==> src/rtl/vpifo_pkg.sv <==
// Shared constants and the push-request record for the PIFO ingress path.
package vpifo_pkg;

    localparam int VPIFO_PTW        = 16;
    localparam int VPIFO_TREE_NUM   = 5;
    localparam int VPIFO_FIFO_DEPTH = 4;
    localparam int VPIFO_TREE_W     = $clog2(VPIFO_TREE_NUM);
    localparam int VPIFO_DATA_W     = VPIFO_TREE_W + VPIFO_PTW;

    typedef struct packed {
        logic [VPIFO_TREE_W-1:0] tree_id;
        logic [VPIFO_PTW-1:0]    prio;
        logic [VPIFO_DATA_W-1:0] data;
    } push_req_t;

endpackage

==> src/rtl/task_ingress_fifo.sv <==
// Per-port request FIFO; full is a pure function of the stored count,
// so a same-cycle read never frees a slot for a write.
module task_ingress_fifo #(
    parameter int DEPTH = 4,
    parameter int W     = 8,
    localparam int AW   = $clog2(DEPTH)
) (
    input  logic         i_clk,
    input  logic         i_arst,
    input  logic         i_wr_en,
    input  logic [W-1:0] i_wr_data,
    input  logic         i_rd_en,
    output logic [W-1:0] o_rd_data,
    output logic         o_empty,
    output logic         o_full
);

    logic [W-1:0]  mem [DEPTH];
    logic [AW-1:0] wr_ptr_q, wr_ptr_d;
    logic [AW-1:0] rd_ptr_q, rd_ptr_d;
    logic [AW:0]   cnt_q, cnt_d;
    logic          wr_ok, rd_ok;

    assign o_empty   = (cnt_q == '0);
    assign o_full    = (cnt_q == (AW+1)'(DEPTH));
    assign o_rd_data = mem[rd_ptr_q];
    assign wr_ok     = i_wr_en & ~o_full;
    assign rd_ok     = i_rd_en & ~o_empty;

    // DEPTH is a power of two, so pointers wrap by plain overflow.
    always_comb begin
        wr_ptr_d = wr_ok ? wr_ptr_q + AW'(1) : wr_ptr_q;
        rd_ptr_d = rd_ok ? rd_ptr_q + AW'(1) : rd_ptr_q;
        cnt_d    = cnt_q;
        case ({wr_ok, rd_ok})
            2'b10:   cnt_d = cnt_q + (AW+1)'(1);
            2'b01:   cnt_d = cnt_q - (AW+1)'(1);
            default: cnt_d = cnt_q;
        endcase
    end

    always_ff @(posedge i_clk or posedge i_arst) begin
        if (i_arst) begin
            wr_ptr_q <= '0;
            rd_ptr_q <= '0;
            cnt_q    <= '0;
        end else begin
            wr_ptr_q <= wr_ptr_d;
            rd_ptr_q <= rd_ptr_d;
            cnt_q    <= cnt_d;
        end
    end

    always_ff @(posedge i_clk) begin
        if (wr_ok) mem[wr_ptr_q] <= i_wr_data;
    end

endmodule

==> src/rtl/task_ingress_arbiter.sv <==
// Multi-port ingress into the PIFO task generator: per-port FIFOs, illegal-tree
// drop counting, and a round-robin arbiter feeding one registered push port.
module task_ingress_arbiter
    import vpifo_pkg::*;
#(
    parameter int PORTS    = 4,
    parameter int DEPTH    = VPIFO_FIFO_DEPTH,
    parameter int TREE_NUM = VPIFO_TREE_NUM,
    parameter int PTW      = VPIFO_PTW,
    parameter int MTW      = $clog2(TREE_NUM),
    parameter int DCW      = 8,
    localparam int TW      = (TREE_NUM > 1) ? $clog2(TREE_NUM) : 1,
    localparam int PW      = (PORTS > 1) ? $clog2(PORTS) : 1,
    localparam int DW      = MTW + PTW
) (
    input  logic                     i_clk,
    input  logic                     i_arst,
    input  logic [PORTS-1:0]         i_in_valid,
    output logic [PORTS-1:0]         o_in_ready,
    input  logic [PORTS-1:0][TW-1:0] i_in_tree_id,
    input  logic [PORTS-1:0][PTW-1:0] i_in_priority,
    input  logic [PORTS-1:0][DW-1:0] i_in_data,
    input  logic                     i_task_fifo_full,
    output logic                     o_push,
    output logic [TW-1:0]            o_push_tree_id,
    output logic [PTW-1:0]           o_push_priority,
    output logic [DW-1:0]            o_push_data,
    output logic [PW-1:0]            o_push_port,
    output logic [DCW-1:0]           o_drop_cnt
);

    localparam int EW = TW + PTW + DW;

    logic [PORTS-1:0]         legal, wr_en, drop, rd_en, empty, full;
    logic [PORTS-1:0][EW-1:0] head;

    logic [PW-1:0]  rr_q, rr_d;
    logic [PW-1:0]  gnt, cand;
    logic           found, grant;
    logic           push_q, push_d;
    logic [TW-1:0]  tree_q, tree_d;
    logic [PTW-1:0] prio_q, prio_d;
    logic [DW-1:0]  data_q, data_d;
    logic [PW-1:0]  port_q, port_d;
    logic [DCW-1:0] drop_cnt_q, drop_cnt_d;

    assign o_in_ready = ~full;

    for (genvar p = 0; p < PORTS; p++) begin : g_port
        assign legal[p] = (int'(i_in_tree_id[p]) < TREE_NUM);
        assign wr_en[p] = i_in_valid[p] & o_in_ready[p] & legal[p];
        assign drop[p]  = i_in_valid[p] & o_in_ready[p] & ~legal[p];

        task_ingress_fifo #(
            .DEPTH (DEPTH),
            .W     (EW)
        ) u_fifo (
            .i_clk     (i_clk),
            .i_arst    (i_arst),
            .i_wr_en   (wr_en[p]),
            .i_wr_data ({i_in_tree_id[p], i_in_priority[p], i_in_data[p]}),
            .i_rd_en   (rd_en[p]),
            .o_rd_data (head[p]),
            .o_empty   (empty[p]),
            .o_full    (full[p])
        );
    end

    // Several ports may present illegal trees in the same cycle.
    always_comb begin
        drop_cnt_d = drop_cnt_q;
        for (int p = 0; p < PORTS; p++) begin
            if (drop[p] && (drop_cnt_d != '1)) drop_cnt_d = drop_cnt_d + DCW'(1);
        end
    end

    always_comb begin
        found  = 1'b0;
        gnt    = '0;
        cand   = '0;
        for (int i = 0; i < PORTS; i++) begin
            cand = PW'((int'(rr_q) + i) % PORTS);
            if (!found && !empty[cand]) begin
                found = 1'b1;
                gnt   = cand;
            end
        end
        grant  = found & ~i_task_fifo_full;
        rd_en  = '0;
        rr_d   = rr_q;
        push_d = grant;
        tree_d = '0;
        prio_d = '0;
        data_d = '0;
        port_d = '0;
        if (grant) begin
            rd_en[gnt]               = 1'b1;
            rr_d                     = PW'((int'(gnt) + 1) % PORTS);
            {tree_d, prio_d, data_d} = head[gnt];
            port_d                   = gnt;
        end
    end

    always_ff @(posedge i_clk or posedge i_arst) begin
        if (i_arst) begin
            rr_q       <= '0;
            push_q     <= 1'b0;
            tree_q     <= '0;
            prio_q     <= '0;
            data_q     <= '0;
            port_q     <= '0;
            drop_cnt_q <= '0;
        end else begin
            rr_q       <= rr_d;
            push_q     <= push_d;
            tree_q     <= tree_d;
            prio_q     <= prio_d;
            data_q     <= data_d;
            port_q     <= port_d;
            drop_cnt_q <= drop_cnt_d;
        end
    end

    assign o_push          = push_q;
    assign o_push_tree_id  = tree_q;
    assign o_push_priority = prio_q;
    assign o_push_data     = data_q;
    assign o_push_port     = port_q;
    assign o_drop_cnt      = drop_cnt_q;

endmodule

==> config.mk <==
export PLATFORM = sky130hd
export DESIGN_NAME = task_ingress_arbiter
export DESIGN_NICKNAME = d
export VERILOG_FILES = /design/src/rtl/vpifo_pkg.sv /design/src/rtl/task_ingress_fifo.sv /design/src/rtl/task_ingress_arbiter.sv
export SDC_FILE = /design/constraint.sdc
export NUM_CORES = 1
export LEC_CHECK = 0
export CAP_MARGIN = 20
export CORE_AREA = 4 4 282 173
export CTS_CLUSTER_DIAMETER = 120
export DETAILED_ROUTE_END_ITERATION = 8
export DIE_AREA = 0 0 286 177
export PLACE_DENSITY = 0.85
export SETUP_SLACK_MARGIN = 0.15
export SLEW_MARGIN = 20
export SYNTH_ARGS = -nofsm -noshare
export SYNTH_HDL_FRONTEND = slang
export SYNTH_SLANG_ARGS = --single-unit
==> constraint.sdc <==
create_clock -name i_clk -period 13.3 [get_ports i_clk]
set_clock_uncertainty 0.2 [all_clocks]
set_input_delay 2.66 -clock i_clk [delete_from_list [all_inputs] [get_ports i_clk]]
set_output_delay 2.66 -clock i_clk [all_outputs]
set_load 0.02 [all_outputs]
=== Word-level counts from Yosys, hierarchy flattened ===
Memories as Yosys holds them, arrays and structs flattened.
Cells that the tools add are included.
W data, S select, Z words.

* Add/subtract/negate cells: 24
* $lt $le $gt $ge: 10
* Eq/ne operators: 16
* Multiplexer cells: 41
* Bitwise gates (word level): 35
* Reduce and logical (&&, ||, !) cells: 21

{| class="wikitable"
|+ Operators with widths
! operator !! count
|-
| $bmux W38 S2 || 1
|-
| $mux W38 || 1
|-
| $add A8 B1 Y8 const B || 4
|-
| $mux W8 || 4
|-
| $ne A8 B8 Y1 const B || 4
|-
| $pmux W3 S2 || 4
|-
| $and A1 B1 Y1 || 21
|-
| $add A2 B1 Y2 const B || 10
|-
| $mux W19 || 1
|-
| $mux W1 || 17
|-
| $mux W16 || 1
|-
| $lt A2 B3 Y1 const B || 5
|-
| $not A1 Y1 || 13
|-
| $add A3 B1 Y3 const B || 4
|-
| $eq A3 B3 Y1 const B || 4
|-
| $logic_not A3 Y1 || 4
|-
| $lt A3 B3 Y1 const B || 4
|-
| $sub A3 B1 Y3 const B || 4
|-
| $mux W2 || 5
|-
| $bmux W1 S2 || 4
|-
| $eq A2 B1 Y1 const B || 4
|-
| $eq A2 B2 Y1 const B || 4
|-
| $logic_and A1 B1 Y1 || 8
|-
| $reduce_bool A2 Y1 || 4
|-
| other kinds (7) || 12
|}

* Flip-flop bits (word level): 79
* Memory bits (writable): 608
* Input port bits: 159
* Output and inout port bits: 53
* Logic and storage cells: 170
* Memories kept: 4

{| class="wikitable"
|+ Memory list
! memory !! words !! bits a word !! rd ports !! clocked after memory_dff !! write ports !! RTL line !! source
|-
| g_port[0].u_fifo.mem || 4 || 38 || 1 || 0 || 1 || task_ingress_fifo.sv:18 || <nowiki>logic [W-1:0] mem [DEPTH];</nowiki>
|-
| g_port[1].u_fifo.mem || 4 || 38 || 1 || 0 || 1 || task_ingress_fifo.sv:18 ||
|-
| g_port[2].u_fifo.mem || 4 || 38 || 1 || 0 || 1 || task_ingress_fifo.sv:18 ||
|-
| g_port[3].u_fifo.mem || 4 || 38 || 1 || 0 || 1 || task_ingress_fifo.sv:18 ||
|}

=== Longest topological paths before layout ===
* Depth after elaboration: 20
* Mapped depth: 21
* Depth with buffers taken out: 20

=== Hierarchy ===
From an unflattened synthesis, not the netlist that was laid out.

* Cell total of the unflattened synthesis: 1,388
* Area, all modules: 27,935.5 µm²

{| class="wikitable"
|+ Modules (own cells, without submodules)
! module !! times used !! cells each !! area an instance (µm²) !! sequential area each (µm²)
|-
| task_ingress_fifo || 4 || 237 || 5,963.2 || 4,739.5
|-
| task_ingress_arbiter || 1 || 440 || 4,082.7 || 1,276.2
|}

=== Least setup slack after synthesis ===
Ideal clock, no wire load.

* Path type: in2reg
* From: in i_in_tree_id[1] (netlist bit)
* To: reg drop_cnt_q[6] (netlist: o_drop_cnt[6])
* Library setup time: 0.079 ns
* Data arrival time: 6.054 ns
* Data required time: 13.021 ns
* Slack: 6.967 ns
* Stages on the path: 18
* Path buffers: 1
* Cell sequence: o211a_4 > nand2_4 > nor2_1 > mux2_2 > ha_1 > inv_1 > nor3_4 > a21oi_1 > xnor2_1 > inv_1 > ha_1 > or3b_1 > buf_2 > or4_4 > nor3_2 > o21ai_1 > nor3_2 > mux2i_1

* Cells in the longest elaborated chain, start to end: 14
* Elaborated cells on any way between the ends: 17
* Classes of those cells: add/sub: 3; order compare: 1; eq/ne: 3; mux: 4; bitwise: 2; reduce/logical: 4

{| class="wikitable"
|+ RTL lines
! item !! RTL line !! source
|-
| from (decl) || task_ingress_arbiter.sv:20 || <nowiki>input logic [PORTS-1:0][TW-1:0] i_in_tree_id,</nowiki>
|-
| $lt A3 B3 Y1 (*) || task_ingress_arbiter.sv:50 || <nowiki>assign legal[p] = (int'(i_in_tree_id[p]) < TREE_NUM);</nowiki>
|-
| $not A1 Y1 (*) || task_ingress_arbiter.sv:52 || <nowiki>assign drop[p] = i_in_valid[p] & o_in_ready[p] & ~legal[p];</nowiki>
|-
| $and A1 B1 Y1 (*) || task_ingress_arbiter.sv:52 ||
|-
| $logic_and A1 B1 Y1 (*) || task_ingress_arbiter.sv:73 || <nowiki>if (drop[p] && (drop_cnt_d != '1)) drop_cnt_d = drop_cnt_d + DCW'(1);</nowiki>
|-
| $mux W8 (*) || task_ingress_arbiter.sv:73 ||
|-
| branches (longest 2 deep; another with $add A8 B1 Y8) || n/a ||
|-
| $mux W8 (*) || task_ingress_arbiter.sv:73 ||
|-
| branches (longest 2 deep; another with $add A8 B1 Y8) || n/a ||
|-
| $mux W8 (*) || task_ingress_arbiter.sv:73 ||
|-
| branches (longest 2 deep; another with $add A8 B1 Y8) || n/a ||
|-
| $mux W8 (*) || task_ingress_arbiter.sv:73 ||
|-
| named net drop_cnt_d[6] || task_ingress_arbiter.sv:45 || <nowiki>logic [DCW-1:0] drop_cnt_q, drop_cnt_d;</nowiki>
|-
| to (signal assigned) || task_ingress_arbiter.sv:120 || <nowiki>drop_cnt_q <= drop_cnt_d;</nowiki>
|-
| to (decl) || task_ingress_arbiter.sv:45 ||
|}

Mark *: on every way through the listed nets, which the timed path passes.
A chain may end at the register's enable or synchronous reset.

=== Final worst setup path ===
* From: in i_in_tree_id[2] (netlist bit)
* To: reg drop_cnt_q[6] (netlist: o_drop_cnt[6])

The elaborated chain is that of the path after synthesis.

==> flow_summary.toml <==
[run_status]
status = "finished, final reports clean"

[critical_path]
crit_family = "simple AND/OR/NAND/NOR gates"
cp_max_fo = 7
cp_num_buf_inv = 3
critPathLaunchType = "primary input"
crit_slowest_cell = "clkdlybuf4s50_1"
arrival_ns = 7.18
criticalPathCategory = "in2reg"
critPathMaxStageDelay_ns = 0.61
r2r_slack_ns = 8.23
cp_cell_sequence = "clkdlybuf4s50_1 > o211a_4 > nand2_4 > nor2_1 > mux2_2 > ha_1 > inv_1 > nor3_4 > a21oi_1 > xnor2_1 > inv_1 > ha_1 > or3b_1 > or4_4 > nor3_2 > o21ai_1 > nor3_2 > mux2i_1"
cp_data_required_time_ns = 13.60
worstSetupEndpointType = "flop"

[logic_synthesis]
synthesis.nets = 1589
synth_edf_count = 608
synth_cell_types = 72
syn_inst = 1399
ys_ff_latch = 687
ys.flop_type = "edfxtp_1"
synth_area_sq_um = 27500
synth.avg_cell_area_sq_um = 19.7
ys_seq_area_share_pct = 73.6
async_reset_ff_share_pct = 11.5
synth_warnings = 0

[routing]
vias_per_cell = 6.22
initialDrtViolationCount = 1692
dr.pass1.iters = 6
drcViolationCount = 0
wl_microns = 60900
wire_per_inst_microns = 26.4
num_vias = 14300
drtAntennaViolNets = 0

[power_and_ir_drop]
combPwrFrac_pct = 33.9
p_clk_share_pct = 25.2
p_per_area_nw_per_um2 = 219
intPower_uw = 4810
power_uw = 7110
power.switching_uw = 2300
p_sw_share_pct = 32.3
vdd_drop_max_v = 0.000281
share_seq_of_total_power_pct = 40.9
p_leak_uw = 0.0108

[clock_network]
ctsResizeCount = 0
cts_buffer_depth = 3
htreeDepth = 2
clk_latency_ns = 0.59
post_cts_buffers = 0
cts_buffers = 58
clock_sinks = 687
holdBufCountCts = 0
tritoncts = "yes"
root_buffer = "clkbuf_16"
cts.clk_slew.worst_paths_ns = 0.07

[global_routing]
globalRouteTotalUtil_pct = 24.4
grt.overflow.total = 0
grt_max_degree = 78
grt_pass1_vias = 14900
grt_pass1_wl_microns = 92100
antenna_found_initial = 11

[floorplanning]
die_h_microns = 177
die_area_sq_um = 50600
io_pins = 212
die_x_microns = 286
initial_core_util_pct = 59.6
rows = 61
fp.coreArea_sq_um = 46100

[cells_and_area]
final_cell_area_sq_um = 32400
layout-drive-gt1-share_pct = 19.4
fin_cells = 2303
final_nets = 1809
syn_to_final_growth_pct = 17.8
fin_util_pct = 70.3

[sta]
setup_tns_ns = 0
finalHoldViolCount = 0
clock.fmax_ghz = 0.145
maxSlewViolCount = 0
worst_pin_slew_ns = 1.08
rsz0062_at_grt = "no"
slew-limit-headroom_pct = 28.2
fin_crit_sh_pct = 51.7
finalCriticalPeriod_ns = 6.88
setup_viol = 0

[placement]
placed_area_sq_um = 30300
hpwl_microns = 37800
gp_congestion = 0.861
io_buffers = 211
place_inst = 2188

[min_path]
hold_path.class = "reg2reg"

[run]
max_cap_viol_count = 0
[synthesized netlist by cell type, drive strengths merged (17+ instances only)]
master	n	area, sq um
nor2b	39	244
inv	37	141
xnor2	19	166
a21oi	17	85.1
mux4	152	3420
nor2	27	101
a211oi	80	613
ha	27	338
edfxtp	608	18300
and2	23	144
nand2	34	135
o21ai	20	100
mux2i	47	470
dfrtp	79	1980
clkbuf	58	218
[per-layer routing]
metal | vias to the layer above | global-route usage (%) | wire length (microns)
li1 | 6114 | - | -
met3 | 106 | 4.93 | 4810
met5 | - | 0 | 84
met4 | 12 | 5.73 | 1210
met2 | 623 | 41.0 | 31100
met1 | 7463 | 33.8 | 23700
[logic make-up (layout without fill, tap and decap cells)]
kind of cell,after synthesis,in the layout,share of synthesized area (%)
XOR/XNOR,31,31,0.988
AO/OA/AOI/OAI,150,150,4.02
buffers and inverters,110,379,1.56
AND/OR/NAND/NOR,186,186,3.95
flip-flops,687,687,73.6
adder cells (fa/ha/maj),31,31,1.52
multiplexers,204,204,14.4
other,0,5,0
[cells in the final DEF (no fill, tap or decap), types with 19 or more instances in the layout]
master           count
clkdlybuf4s50_1    211
edfxtp_1           608
mux4_2             152
mux2i_1             47
nand2_1             33
ha_1                27
nor2_1              27
buf_4               20
clkbuf_16           59
dfrtp_1             71
a211oi_1            79
nor2b_1             39
xnor2_1             19
inv_1               35
[per-stage QoR]
| stage | hold slack [ns] | setup WS, ns |
|---|---|---|
| finish | 0.301 | 6.42 |
| global route | 0.315 | 6.16 |
| CTS | 0.294 | 6.49 |
| detailed placement | 0.283 | 5.88 |
| global placement | 0.273 | 6.08 |
| floorplan | 0.257 | 6.97 |
[power by group through the flow]
| stage | logic (uW) | clock network, uW | registers (uW) |
|---|---|---|---|
| 4_1_cts | 2440 | 1810 | 2900 |
| 3_5_place_dp | 2410 | 0 | 2940 |
| 2_1_floorplan | 1600 | 0 | 2940 |
| 5_1_grt | 2590 | 1910 | 2930 |
| 3_3_place_gp | 2340 | 0 | 2920 |
| 6_report | 2410 | 1790 | 2900 |
[worst register-to-register path, delay by kind of cell, from the launching register on]
family	cells	cell delay, ns
AND/OR/NAND/NOR	8	2.10
adder cells (fa/ha/maj)	3	0.88
flip-flops	1	0.54
XOR/XNOR	2	0.36
buffers and inverters	3	0.36
AO/OA/AOI/OAI	2	0.34
multiplexers	1	0.22
[sequential cells by signal, summed over array words and instances (netlist names)]
signal / flops
g_port.u_fifo.cnt_q: 12
g_port.u_fifo.mem: 608
rr_q: 2
o_push_data: 19
o_drop_cnt: 8
o_push_port: 2
g_port.u_fifo.rd_ptr_q: 8
o_push: 1
g_port.u_fifo.wr_ptr_q: 8
o_push_priority: 16
o_push_tree_id: 3
[worst paths after layout]
kind	from	endpoint	cells past startpoint
worst max-delay path	i_in_tree_id[2]	o_drop_cnt[6]	18
worst min-delay path	g_port[1].u_fifo.cnt_q[2]	g_port[1].u_fifo.cnt_q[2]	1
worst max register to register	o_drop_cnt[0]	o_drop_cnt[6]	19
worst min register to register	g_port[1].u_fifo.cnt_q[2]	g_port[1].u_fifo.cnt_q[2]	1
max in group asynchronous	i_arst	g_port[0].u_fifo.rd_ptr_q[0]	3
min in group asynchronous	i_arst	o_push_priority[11]	2
[area by class of cell]
class	instances	area, sq um
diodes	5	12.5
multi-input cells	602	6890
fillers	2796	13700
clock inverters	31	410
flip-flops and latches	687	20200
clock buffers	78	1620
inverters	37	143
repair buffers	233	2290
well taps	630	788
Note: power is estimated with default switching activity, not from simulation.
